==> src/rtl/snn_pkg.sv <==
// Shared spiking-network definitions: default datapath width, neuron state encoding,
// and the signed saturation helper reused by the synapse stages.
package snn_pkg;

  localparam int SNN_WIDTH = 8;

  typedef enum logic {
    ST_INTEGRATE  = 1'b0,
    ST_REFRACTORY = 1'b1
  } lif_state_t;

  // Clamps x into the signed range of a w-bit value; the caller narrows the result.
  function automatic logic signed [31:0] saturate(input logic signed [31:0] x, input int w);
    logic signed [31:0] hi;
    logic signed [31:0] lo;
    hi = (32'sd1 <<< (w - 1)) - 32'sd1;
    lo = -(32'sd1 <<< (w - 1));
    if (x > hi) return hi;
    if (x < lo) return lo;
    return x;
  endfunction

endpackage

==> src/rtl/lif_leak_sat.sv <==
// Combinational membrane update: Vn = sat(V - (V >>> shift) + I), shift of 0 disables leak.
// Zero latency, no handshake.
module lif_leak_sat
  import snn_pkg::*;
#(
  parameter int WIDTH   = SNN_WIDTH,
  parameter int SHIFT_W = 3
) (
  input  logic signed [WIDTH-1:0]   i_v,
  input  logic signed [WIDTH-1:0]   i_current,
  input  logic        [SHIFT_W-1:0] i_decay_shift,
  output logic signed [WIDTH-1:0]   o_vn
);

  logic signed [WIDTH-1:0] w_leak;
  logic signed [WIDTH+1:0] w_sum;

  // A zero shift would otherwise leak the whole potential away.
  always_comb begin
    w_leak = '0;
    if (i_decay_shift != '0) w_leak = i_v >>> i_decay_shift;
  end

  assign w_sum = (WIDTH+2)'(i_v) - (WIDTH+2)'(w_leak) + (WIDTH+2)'(i_current);
  assign o_vn  = WIDTH'(saturate(32'(w_sum), WIDTH));

endmodule

==> src/rtl/lif_neuron.sv <==
// Leaky integrate-and-fire neuron; outputs update one clock after each enabled timestep.
// No backpressure: enable=0 freezes all state and forces spike_out low.
module lif_neuron
  import snn_pkg::*;
#(
  parameter int WIDTH   = SNN_WIDTH,
  parameter int REF_W   = 4,
  parameter int SHIFT_W = 3
) (
  input  logic                      clk,
  input  logic                      reset_n,
  input  logic                      enable,
  input  logic signed [WIDTH-1:0]   input_current,
  input  logic signed [WIDTH-1:0]   threshold,
  input  logic        [SHIFT_W-1:0] decay_shift,
  input  logic        [REF_W-1:0]   refractory_period,
  output logic                      spike_out,
  output logic signed [WIDTH-1:0]   membrane_potential,
  output logic                      refractory
);

  lif_state_t              r_state;
  lif_state_t              w_state_nxt;
  logic signed [WIDTH-1:0] r_v;
  logic signed [WIDTH-1:0] w_v_nxt;
  logic signed [WIDTH-1:0] w_vn;
  logic [REF_W-1:0]        r_cnt;
  logic [REF_W-1:0]        w_cnt_nxt;
  logic                    r_spike;
  logic                    w_spike_nxt;

  lif_leak_sat #(
    .WIDTH   (WIDTH),
    .SHIFT_W (SHIFT_W)
  ) u_leak_sat (
    .i_v           (r_v),
    .i_current     (input_current),
    .i_decay_shift (decay_shift),
    .o_vn          (w_vn)
  );

  always_ff @(posedge clk or negedge reset_n) begin
    if (!reset_n) begin
      r_state <= ST_INTEGRATE;
      r_v     <= '0;
      r_cnt   <= '0;
      r_spike <= 1'b0;
    end else begin
      r_state <= w_state_nxt;
      r_v     <= w_v_nxt;
      r_cnt   <= w_cnt_nxt;
      r_spike <= w_spike_nxt;
    end
  end

  always_comb begin
    w_state_nxt = r_state;
    w_v_nxt     = r_v;
    w_cnt_nxt   = r_cnt;
    w_spike_nxt = 1'b0;
    if (enable) begin
      case (r_state)
        ST_INTEGRATE: begin
          if (w_vn >= threshold) begin
            w_v_nxt     = '0;
            w_spike_nxt = 1'b1;
            if (refractory_period != '0) begin
              w_state_nxt = ST_REFRACTORY;
              w_cnt_nxt   = refractory_period;
            end
          end else begin
            w_v_nxt = w_vn;
          end
        end
        ST_REFRACTORY: begin
          w_v_nxt   = '0;
          w_cnt_nxt = r_cnt - REF_W'(1);
          // The <= also recovers from a zero count, which normal operation never loads.
          if (r_cnt <= REF_W'(1)) w_state_nxt = ST_INTEGRATE;
        end
        default: w_state_nxt = ST_INTEGRATE;
      endcase
    end
  end

  assign spike_out          = r_spike;
  assign membrane_potential = r_v;
  assign refractory         = (r_state == ST_REFRACTORY);

endmodule

==> config.mk <==
export PLATFORM = sky130hd
export DESIGN_NAME = lif_neuron
export DESIGN_NICKNAME = d
export VERILOG_FILES = /design/src/rtl/snn_pkg.sv /design/src/rtl/lif_leak_sat.sv /design/src/rtl/lif_neuron.sv
export SDC_FILE = /design/constraint.sdc
export NUM_CORES = 1
export LEC_CHECK = 0
export ABC_AREA = 1
export ABC_CLOCK_PERIOD_IN_PS = 6200
export CAP_MARGIN = 10
export CORE_MARGIN = 1.5
export CORE_UTILIZATION = 60
export CTS_BUF_LIST = sky130_fd_sc_hd__clkbuf_4 sky130_fd_sc_hd__clkbuf_8
export CTS_CLUSTER_SIZE = 10
export DETAILED_ROUTE_END_ITERATION = 12
export GPL_TIMING_DRIVEN = 0
export PLACE_DENSITY = 0.89
export SKIP_CTS_REPAIR_TIMING = 1
export SLEW_MARGIN = 0
export SYNTH_ARGS = -nofsm -noshare
export SYNTH_HDL_FRONTEND = slang
export SYNTH_SLANG_ARGS = --single-unit
export TNS_END_PERCENT = 50
==> constraint.sdc <==
create_clock -name clk -period 6.2 [get_ports clk]
set_input_delay 1.24 -clock clk [delete_from_list [all_inputs] [get_ports clk]]
set_output_delay 1.24 -clock clk [all_outputs]
set_load 0.1 [all_outputs]
# [After elaboration in Yosys (flattened, before gate mapping)]
# Cells that the tools add are included.
[word_totals] regBits=14 in_bits=26 out_inout_bits=10 elab_cells=38
[classes] add_sub_neg=3 magnitude_cmp=4 n_eq_ne=2 n_shift=1 mux=20 bitwise_logic=1 reduce_logical=3
[op_table] operator="8-bit 2-to-1 mux" count=6
[op_table] operator="8-bit case mux with 2 select lines" count=1
[op_table] operator="9-bit by 8-bit adder with 10-bit output" count=1
[op_table] operator="10-bit by 8-bit greater-than comparator with 1-bit output, second input constant" count=1
[op_table] operator="10-bit by 8-bit less-than comparator with 1-bit output, second input constant" count=1
[op_table] operator="1-bit 2-to-1 mux" count=9
[op_table] operator="8-bit by 8-bit subtractor with 9-bit output" count=1
[op_table] operator="8-bit greater-or-equal comparator" count=1
[op_table] operator="4-bit 2-to-1 mux" count=2
[op_table] operator="4-bit case mux with 2 select lines" count=1
[op_table] operator="8-bit by 3-bit >>> shifter with 8-bit output" count=1
[op_table] operator="4-bit by 1-bit <= comparator with 1-bit output, second input constant" count=1
[op_table] operator="2-bit inequality test, second input constant" count=2
[op_table] operator="4-bit nonzero test" count=1
[op_table] operator="4-bit by 1-bit subtractor with 4-bit output, second input constant" count=1
[op_table] operator="3-bit AND reduction" count=1
[op_table] operator="3-bit nonzero test" count=1
[op_table] operator="1-bit case mux with 2 select lines" count=1
[op_table] operator="1-bit inverter" count=1

# [Depth between registers and ports, before layout]
# Gate-level depths: netlist (run 1).
[logic_depth] ltp_word=13 ltp_mapped=33 ltp_nobuf=33

# [Modules after synthesis]
# A second synthesis (run 1) with hierarchy kept.
[unflattened] hier_cells=319 hier_area_um2=2000.7
[by_module_without_submodules] mod="lif_leak_sat" instances=1 cells_each=195 area_per_inst_um2=1063.5 seq_area_each_um2=0.0
[by_module_without_submodules] mod="lif_neuron" instances=1 cells_each=124 area_per_inst_um2=937.1 seq_area_each_um2=350.3

# [Worst setup path after synthesis (run 1)]
# OpenSTA, ideal clock, no wires.
[synth_path] kind="input to register" start="in decay_shift[1]" end="reg r_v[1] (netlist: membrane_potential[1])" setup_time_ns=0.068 arrival_time_ns=4.956 required_ns=6.132 slack_ns=1.176 path_stages=28 n_path_buf=1 path_cell_list="clkbuf_1 nor3_1 nor2_1 a32oi_1 fa_1 inv_1 fa_1 nand3b_1 nand2_2 nand2_1 nand2_2 nand2_1 nand2_1 nand2_1 nand2_4 nand2_2 and2_1 ha_1 inv_1 o21bai_1 nand2_1 nand2_1 nand2_1 nand3_1 nand3_1 nor2_8 nand3_1 nand2_1"
[synth_between] elab_chain_len=12 word_cells_on_any_way=16 classes_between="add/sub (2); order compare (3); shift (1); mux (9); reduce/logical (1)"
[synth_rtl] element="from (decl)" line="lif_neuron.sv:15" rtl="input logic [SHIFT_W-1:0] decay_shift,"
[synth_rtl] element="8-bit by 3-bit >>> shifter with 8-bit output / 3-bit nonzero test (equally long branches)" line="lif_leak_sat.sv:21" rtl="if (i_decay_shift != '0) w_leak = i_v >>> i_decay_shift;"
[synth_rtl] element="8-bit 2-to-1 mux (*)" line="lif_leak_sat.sv:21"
[synth_rtl] element="8-bit by 8-bit subtractor with 9-bit output (*)" line="lif_leak_sat.sv:24" rtl="assign w_sum = (WIDTH+2)'(i_v) - (WIDTH+2)'(w_leak) + (WIDTH+2)'(i_current);"
[synth_rtl] element="9-bit by 8-bit adder with 10-bit output (*)" line="lif_leak_sat.sv:24"
[synth_rtl] element="10-bit by 8-bit less-than comparator with 1-bit output" line="snn_pkg.sv:19" rtl="if (x < lo) return lo;"
[synth_rtl] element="1-bit 2-to-1 mux (2 in series)" line="snn_pkg.sv:19"
[synth_rtl] element="8-bit 2-to-1 mux" line="snn_pkg.sv:20" rtl="return x;"
[synth_rtl] element="8-bit 2-to-1 mux (*)" line="snn_pkg.sv:19"
[synth_rtl] element="8-bit greater-or-equal comparator" line="lif_neuron.sv:64" rtl="if (w_vn >= threshold) begin"
[synth_rtl] element="8-bit 2-to-1 mux (*)" line="lif_neuron.sv:64"
[synth_rtl] element="8-bit case mux with 2 select lines (*)" line="lif_neuron.sv:62" rtl="case (r_state)"
[synth_rtl] element="to (signal assigned)" line="lif_neuron.sv:50" rtl="r_v <= w_v_nxt;"
[synth_rtl] element="to (decl)" line="lif_neuron.sv:24" rtl="logic signed [WIDTH-1:0] r_v;"
# Every way passes the cells marked *; elsewhere a longest branch is shown, timed or not. The select of a mux whose other input is x is not followed.
# A chain may end at the register's enable or synchronous reset.

# [Worst setup path in the final report (run 1)]
[layout_path] start="in decay_shift[0]" end="reg r_cnt[2]"
[layout_between] elab_chain_len=12 word_cells_on_any_way=16 classes_between="add/sub (2); order compare (3); eq/ne (1); shift (1); mux (7); reduce/logical (2)"
[layout_rtl] element="8-bit by 3-bit >>> shifter with 8-bit output / 3-bit nonzero test (equally long branches)" line="lif_leak_sat.sv:21"
[layout_rtl] element="8-bit 2-to-1 mux (*)" line="lif_leak_sat.sv:21"
[layout_rtl] element="8-bit by 8-bit subtractor with 9-bit output (*)" line="lif_leak_sat.sv:24"
[layout_rtl] element="9-bit by 8-bit adder with 10-bit output (*)" line="lif_leak_sat.sv:24"
[layout_rtl] element="10-bit by 8-bit less-than comparator with 1-bit output" line="snn_pkg.sv:19"
[layout_rtl] element="1-bit 2-to-1 mux (2 in series)" line="snn_pkg.sv:19"
[layout_rtl] element="8-bit 2-to-1 mux" line="snn_pkg.sv:20"
[layout_rtl] element="8-bit 2-to-1 mux (*)" line="snn_pkg.sv:19"
[layout_rtl] element="8-bit greater-or-equal comparator (*)" line="lif_neuron.sv:64"
[layout_rtl] element="2-bit inequality test (no line) (*)"
[layout_rtl] element="3-bit AND reduction (no line) (*)"
[layout_rtl] element="to (signal assigned)" line="lif_neuron.sv:51" rtl="r_cnt <= w_cnt_nxt;"
[layout_rtl] element="to (decl)" line="lif_neuron.sv:27" rtl="logic [REF_W-1:0] r_cnt;"
# Marked as above.

==> impl_metrics.ini, run 1 <==
[run_status]
status = finished clean

[global_route]
grt_use_total_pct = 24.2
grt_max_degree = 15
grt_pass1_wl_mm = 7.08
overflow = 0
grt_pass1_vias = 1799
antenna_found_initial = 0

[timing]
post-route-period-util_pct = 91.7
slew_headroom_pct = 35.5
max_slew.worst_pin.slew_ps = 965
setup_violations = 0
fmax_mhz = 176
fin_setup_tns_ps = 0
drv_slew = 0
period_needed_ps = 5690
hold_viol = 0
rsz0062_at_grt = no
fin_skew_ps = 0.421

[yosys]
synthTopCellsByArea = nand2_1 18%, dfrtp_1 17%, ha_1 12%, inv_1 11%, fa_1 7.8%
synthTopCellsByCount = 98 x nand2_1, 62 x inv_1, 24 x nand2_2
synthCells = 317
synth_top_area_share_pct = 17.8
yosysWarningCount = 0
ys_seq_elements = 14
ys.flop_type = dfrtp_1
yosysSeqAreaShare_pct = 17.0
syn_area_per_cell_um2 = 6.52
syn_area_mm2 = 0.00207
synth_fp_nets = 371
async_reset_ff_share_pct = 100
synth.most_common_cell = nand2_1
yosysTopAreaCell = nand2_1
synth_enable_flop_cells = 0
synth_cell_types = 30

[min_path]
min_path_type = flip-flop to flip-flop
min_path_cells = 2

[floorplan]
die_x_um = 61.7
die_area_mm2 = 0.00380
die_h_um = 61.7
initial_core_util_pct = 62.4
coreArea_mm2 = 0.00331
ios = 36
row_count = 21

[layout]
area_growth_pct = 19.9
fill_cells = 283
antennaDiodeCount = 0
layout.nets = 409
seq_area_um2 = 350
drive_above_1_share_pct = 11.9
multi_input_area_mm2 = 0.00146

[clocking]
htree_levels = 1
clk_pin_slew_worst_paths_ps = 70
cts-buffers-inserted = 3
cts.sinks = 14
root_buffer = clkbuf_4
cts_buffer_depth = 2
tritoncts = yes
clk_latency_ps = 260

[routing]
drc = 0
vias = 1964
wirelength_mm = 4.21
initialDrtViolationCount = 143
first_pass_iters = 4
wl_per_cell_um = 10.6
final_antenna_net_count = 0
via_per_inst = 4.92

[placed_design]
place_hpwl_mm = 3.65
io_buffers = 33
gp_congestion = 0.829

[critical_path]
cp.required_ps = 6400
worst-r2r-cell-count = 32
critPathCaptureType = flip-flop
slowest_delay_ps = 560
path_class = input pin to flip-flop
crit_path_start_kind = input pin
worstPathArrival_ps = 5890
crit_fanout = 10
crit_slowest_cell = clkdlybuf4s50_1
cp_common_cell = nand2_1

[job]
max_cap_violations = 0
kinds of logic (layout without fill, tap and decap cells):
group           Yosys count  after routing  synth area share [%]
buf+inv                  68            104                  12.4
compound gates           32             32                  9.45
simple gates            169            169                  38.8
flops                    14             14                  17.0
fa+ha+maj                28             28                  19.9
xor+xnor                  6              6                  2.54
cells in the final DEF (no fill, tap or decap), drive strengths merged:
cell / instances
fa: 8
a21oi: 9
o21a: 1
nand4: 3
a211oi: 1
o21ai: 14
xor2: 2
dfrtp: 14
o21bai: 2
nor3: 4
o211ai: 3
inv: 64
o31ai: 1
nor2: 13
nand2: 125
nand3b: 1
clkdlybuf4s50: 33
and2: 2
xnor2: 4
nand3: 20
a32oi: 1
or2: 1
clkbuf: 7
ha: 20
registers in the layout, indices dropped and copies added (netlist names):
register            cells
membrane_potential      8
r_cnt                   4
refractory              1
spike_out               1
through the flow:
stage	worst slack, ps	instances	hold slack (ps)	util [%]	instance area, um2
after CTS	446	399	517	74.8	2480
after floorplan	1180	317	465	-	2070
final	512	399	522	74.8	2480
after global placement	258	396	502	74.1	2450
after detailed placement	165	396	500	74.1	2450
after global routing	23.2	399	543	74.8	2480
layer usage:
layer  GRT usage, %  routed length, um  vias to the layer above
met5              0                  0                        -
met4           3.95                  0                        0
met3          0.840                113                        0
met2           44.4               2090                       37
met1           31.9               2010                      874
li1               -                  -                     1053
worst max-delay path, delay by kind of cell:
| family | cells | cell delay [ps] |
|---|---|---|
| and+or+nand+nor | 20 | 1990 |
| adders and majority gates | 4 | 1220 |
| buffers and inverters | 5 | 990 |
| AOI/OAI and AO/OA | 4 | 460 |
worst paths after layout:
check / startpoint / to / slack (ps)
worst max-delay path: decay_shift[0] / r_cnt[2]$_DFFE_PN0P_ / 510
worst min-delay path: r_cnt[1]$_DFFE_PN0P_ / r_cnt[1]$_DFFE_PN0P_ / 520
worst max register to register: membrane_potential[7]$_DFFE_PN0P_ / r_cnt[2]$_DFFE_PN0P_ / 1630
worst min register to register: r_cnt[1]$_DFFE_PN0P_ / r_cnt[1]$_DFFE_PN0P_ / 520
max in group asynchronous: reset_n / refractory$_DFFE_PN0P_ / 4490
min in group asynchronous: reset_n / membrane_potential[6]$_DFFE_PN0P_ / 1340
cell type report:
class	instances	area share (%)
clock buffers	3	0.909
repair buffers	33	13.3
plain buffers	4	0.657
flip-flops and latches	14	14.1
inverters	64	9.70
well taps	46	2.32
multi-input cells	235	58.9
Power of run 1 is left out: the tool's default activity adds up to more than one toggle a clock period on the data nets, which glitch-free logic cannot reach.
==> run 2: changes to the inputs <==
--- a/config.mk
+++ b/config.mk
@@ -14,7 +14,7 @@
 export CTS_CLUSTER_SIZE = 10
 export DETAILED_ROUTE_END_ITERATION = 12
 export GPL_TIMING_DRIVEN = 0
-export PLACE_DENSITY = 0.89
+export PLACE_DENSITY_LB_ADDON = 0.25
 export SKIP_CTS_REPAIR_TIMING = 1
 export SLEW_MARGIN = 0
 export SYNTH_ARGS = -nofsm -noshare
==> impl_metrics.ini, run 2 (same netlist as run 1, synthesis figures left out) <==
[timing]
setup_violations = 0
drv_slew = 0
fin_skew_ps = 9.58
hold_viol = 0
post-route-period-util_pct = 92.1
fmax_mhz = 175
max_slew.worst_pin.slew_ps = 969
fin_ws_ps = 490
rsz0062_at_grt = no
period_needed_ps = 5710
fin_setup_tns_ps = 0
slew_headroom_pct = 35.2

[clocking]
cts-buffers-inserted = 3
clk_latency_ps = 280
cts.sinks = 14
clk_pin_slew_worst_paths_ps = 80
cts_buffer_depth = 2
tritoncts = yes
root_buffer = clkbuf_4
htree_levels = 1

[routing]
first_pass_iters = 4
vias = 2002
wirelength_mm = 4.58
drc = 0
final_antenna_net_count = 0
wl_per_cell_um = 11.5
initialDrtViolationCount = 96
via_per_inst = 5.01

[floorplan]
ios = 36
coreArea_mm2 = 0.00331
die_area_mm2 = 0.00380
initial_core_util_pct = 62.4
row_count = 21
die_h_um = 61.7
die_x_um = 61.7

[layout]
layout.nets = 409
final_area_mm2 = 0.00250
final_cell_mix = 98 x nand2_1, 62 x inv_1, 33 x clkdlybuf4s50_1
area_growth_pct = 20.8
largest_reg_flops = 8
drive_above_1_share_pct = 12.4
antennaDiodeCount = 0
final_common_cell = nand2_1

[critical_path]
path_class = input pin to flip-flop
slowest_delay_ps = 570
crit_path_start_kind = input pin
crit_fanout = 10
cp_common_cell = nand2_1
crit_slowest_cell = fa_1
cp.required_ps = 6420
worstPathArrival_ps = 5930
worst-r2r-cell-count = 32
critPathCaptureType = flip-flop

[run_status]
status = finished clean

[global_route]
overflow = 0
grt_use_total_pct = 26.8
antenna_found_initial = 0
grt_pass1_wl_mm = 7.76
grt_pass1_vias = 1873
grt_max_degree = 15
grtUsageMet1_pct = 36.0
grtUsageMet3_pct = 2.10
globalRouteMet2Util_pct = 48.0
grt_busiest_layer = met2

[placed_design]
io_buffers = 33
place_ws_ps = 140
place_area_mm2 = 0.00245
place_hpwl_mm = 3.83
gp_congestion = 0.879

[min_path]
min_path_type = flip-flop to flip-flop
min_path_cells = 2

[job]
max_cap_violations = 0
==> run 2: cell types whose count changed in the layout (fill, tap and decap cells not counted), sizes merged <==
cell	change
clkbuf	+1
==> run 2: worst paths after layout <==
path,startpoint,endpoint,slack (ps)
setup reg to reg,membrane_potential[7]$_DFFE_PN0P_,r_cnt[1]$_DFFE_PN0P_,1610
min in group asynchronous,reset_n,membrane_potential[2]$_DFFE_PN0P_,1330
max in group asynchronous,reset_n,r_cnt[2]$_DFFE_PN0P_,4470
setup / recovery,decay_shift[0],r_cnt[1]$_DFFE_PN0P_,490
hold reg to reg,membrane_potential[4]$_DFFE_PN0P_,membrane_potential[4]$_DFFE_PN0P_,510
hold / removal,membrane_potential[4]$_DFFE_PN0P_,membrane_potential[4]$_DFFE_PN0P_,510
==> run 2: area by class of cell <==
class                   count  area, um2
fillers                   278        815
well taps                  46       57.6
flip-flops and latches     14        350
clock buffers               4       36.3
repair buffers             33        330
multi-input cells         235       1470
plain buffers               4       16.3
inverters                  64        240
==> run 2: critical path: cells and delay by family <==
kind                     cells  cell delay (ps)
AO/OA/AOI/OAI                4              610
buffers and inverters        4              920
adder cells (fa/ha/maj)      3             1310
AND/OR/NAND/NOR             18             1870
==> run 2: per-layer routing <==
metal / up-vias / part of all wire [%] / wire (um)
li1: 1051 / - / -
met1: 895 / 45 / 2070
met2: 52 / 51 / 2320
met3: 4 / 3.6 / 164
met4: 0 / 0.74 / 34
met5: - / 0 / 0
==> run 2: per-stage QoR <==
step,utilization [%],std cells,hold WS (ps)
floorplan,-,317,465
global placement,74.1,396,497
detailed placement,74.1,396,494
CTS,75.2,400,516
global route,75.4,400,549
finish,75.4,400,515
Power of run 2 is left out for the same reason.
==> run 3: changes to the inputs <==
--- a/config.mk
+++ b/config.mk
@@ -16,6 +16,7 @@
 export GPL_TIMING_DRIVEN = 0
 export PLACE_DENSITY_LB_ADDON = 0.25
 export SKIP_CTS_REPAIR_TIMING = 1
+export SKIP_LAST_GASP = 1
 export SLEW_MARGIN = 0
 export SYNTH_ARGS = -nofsm -noshare
 export SYNTH_HDL_FRONTEND = slang
==> results of run 3 <==
The final DEF is identical to that of run 2; final timing and power are the same.
Power of run 3 is left out for the same reason.
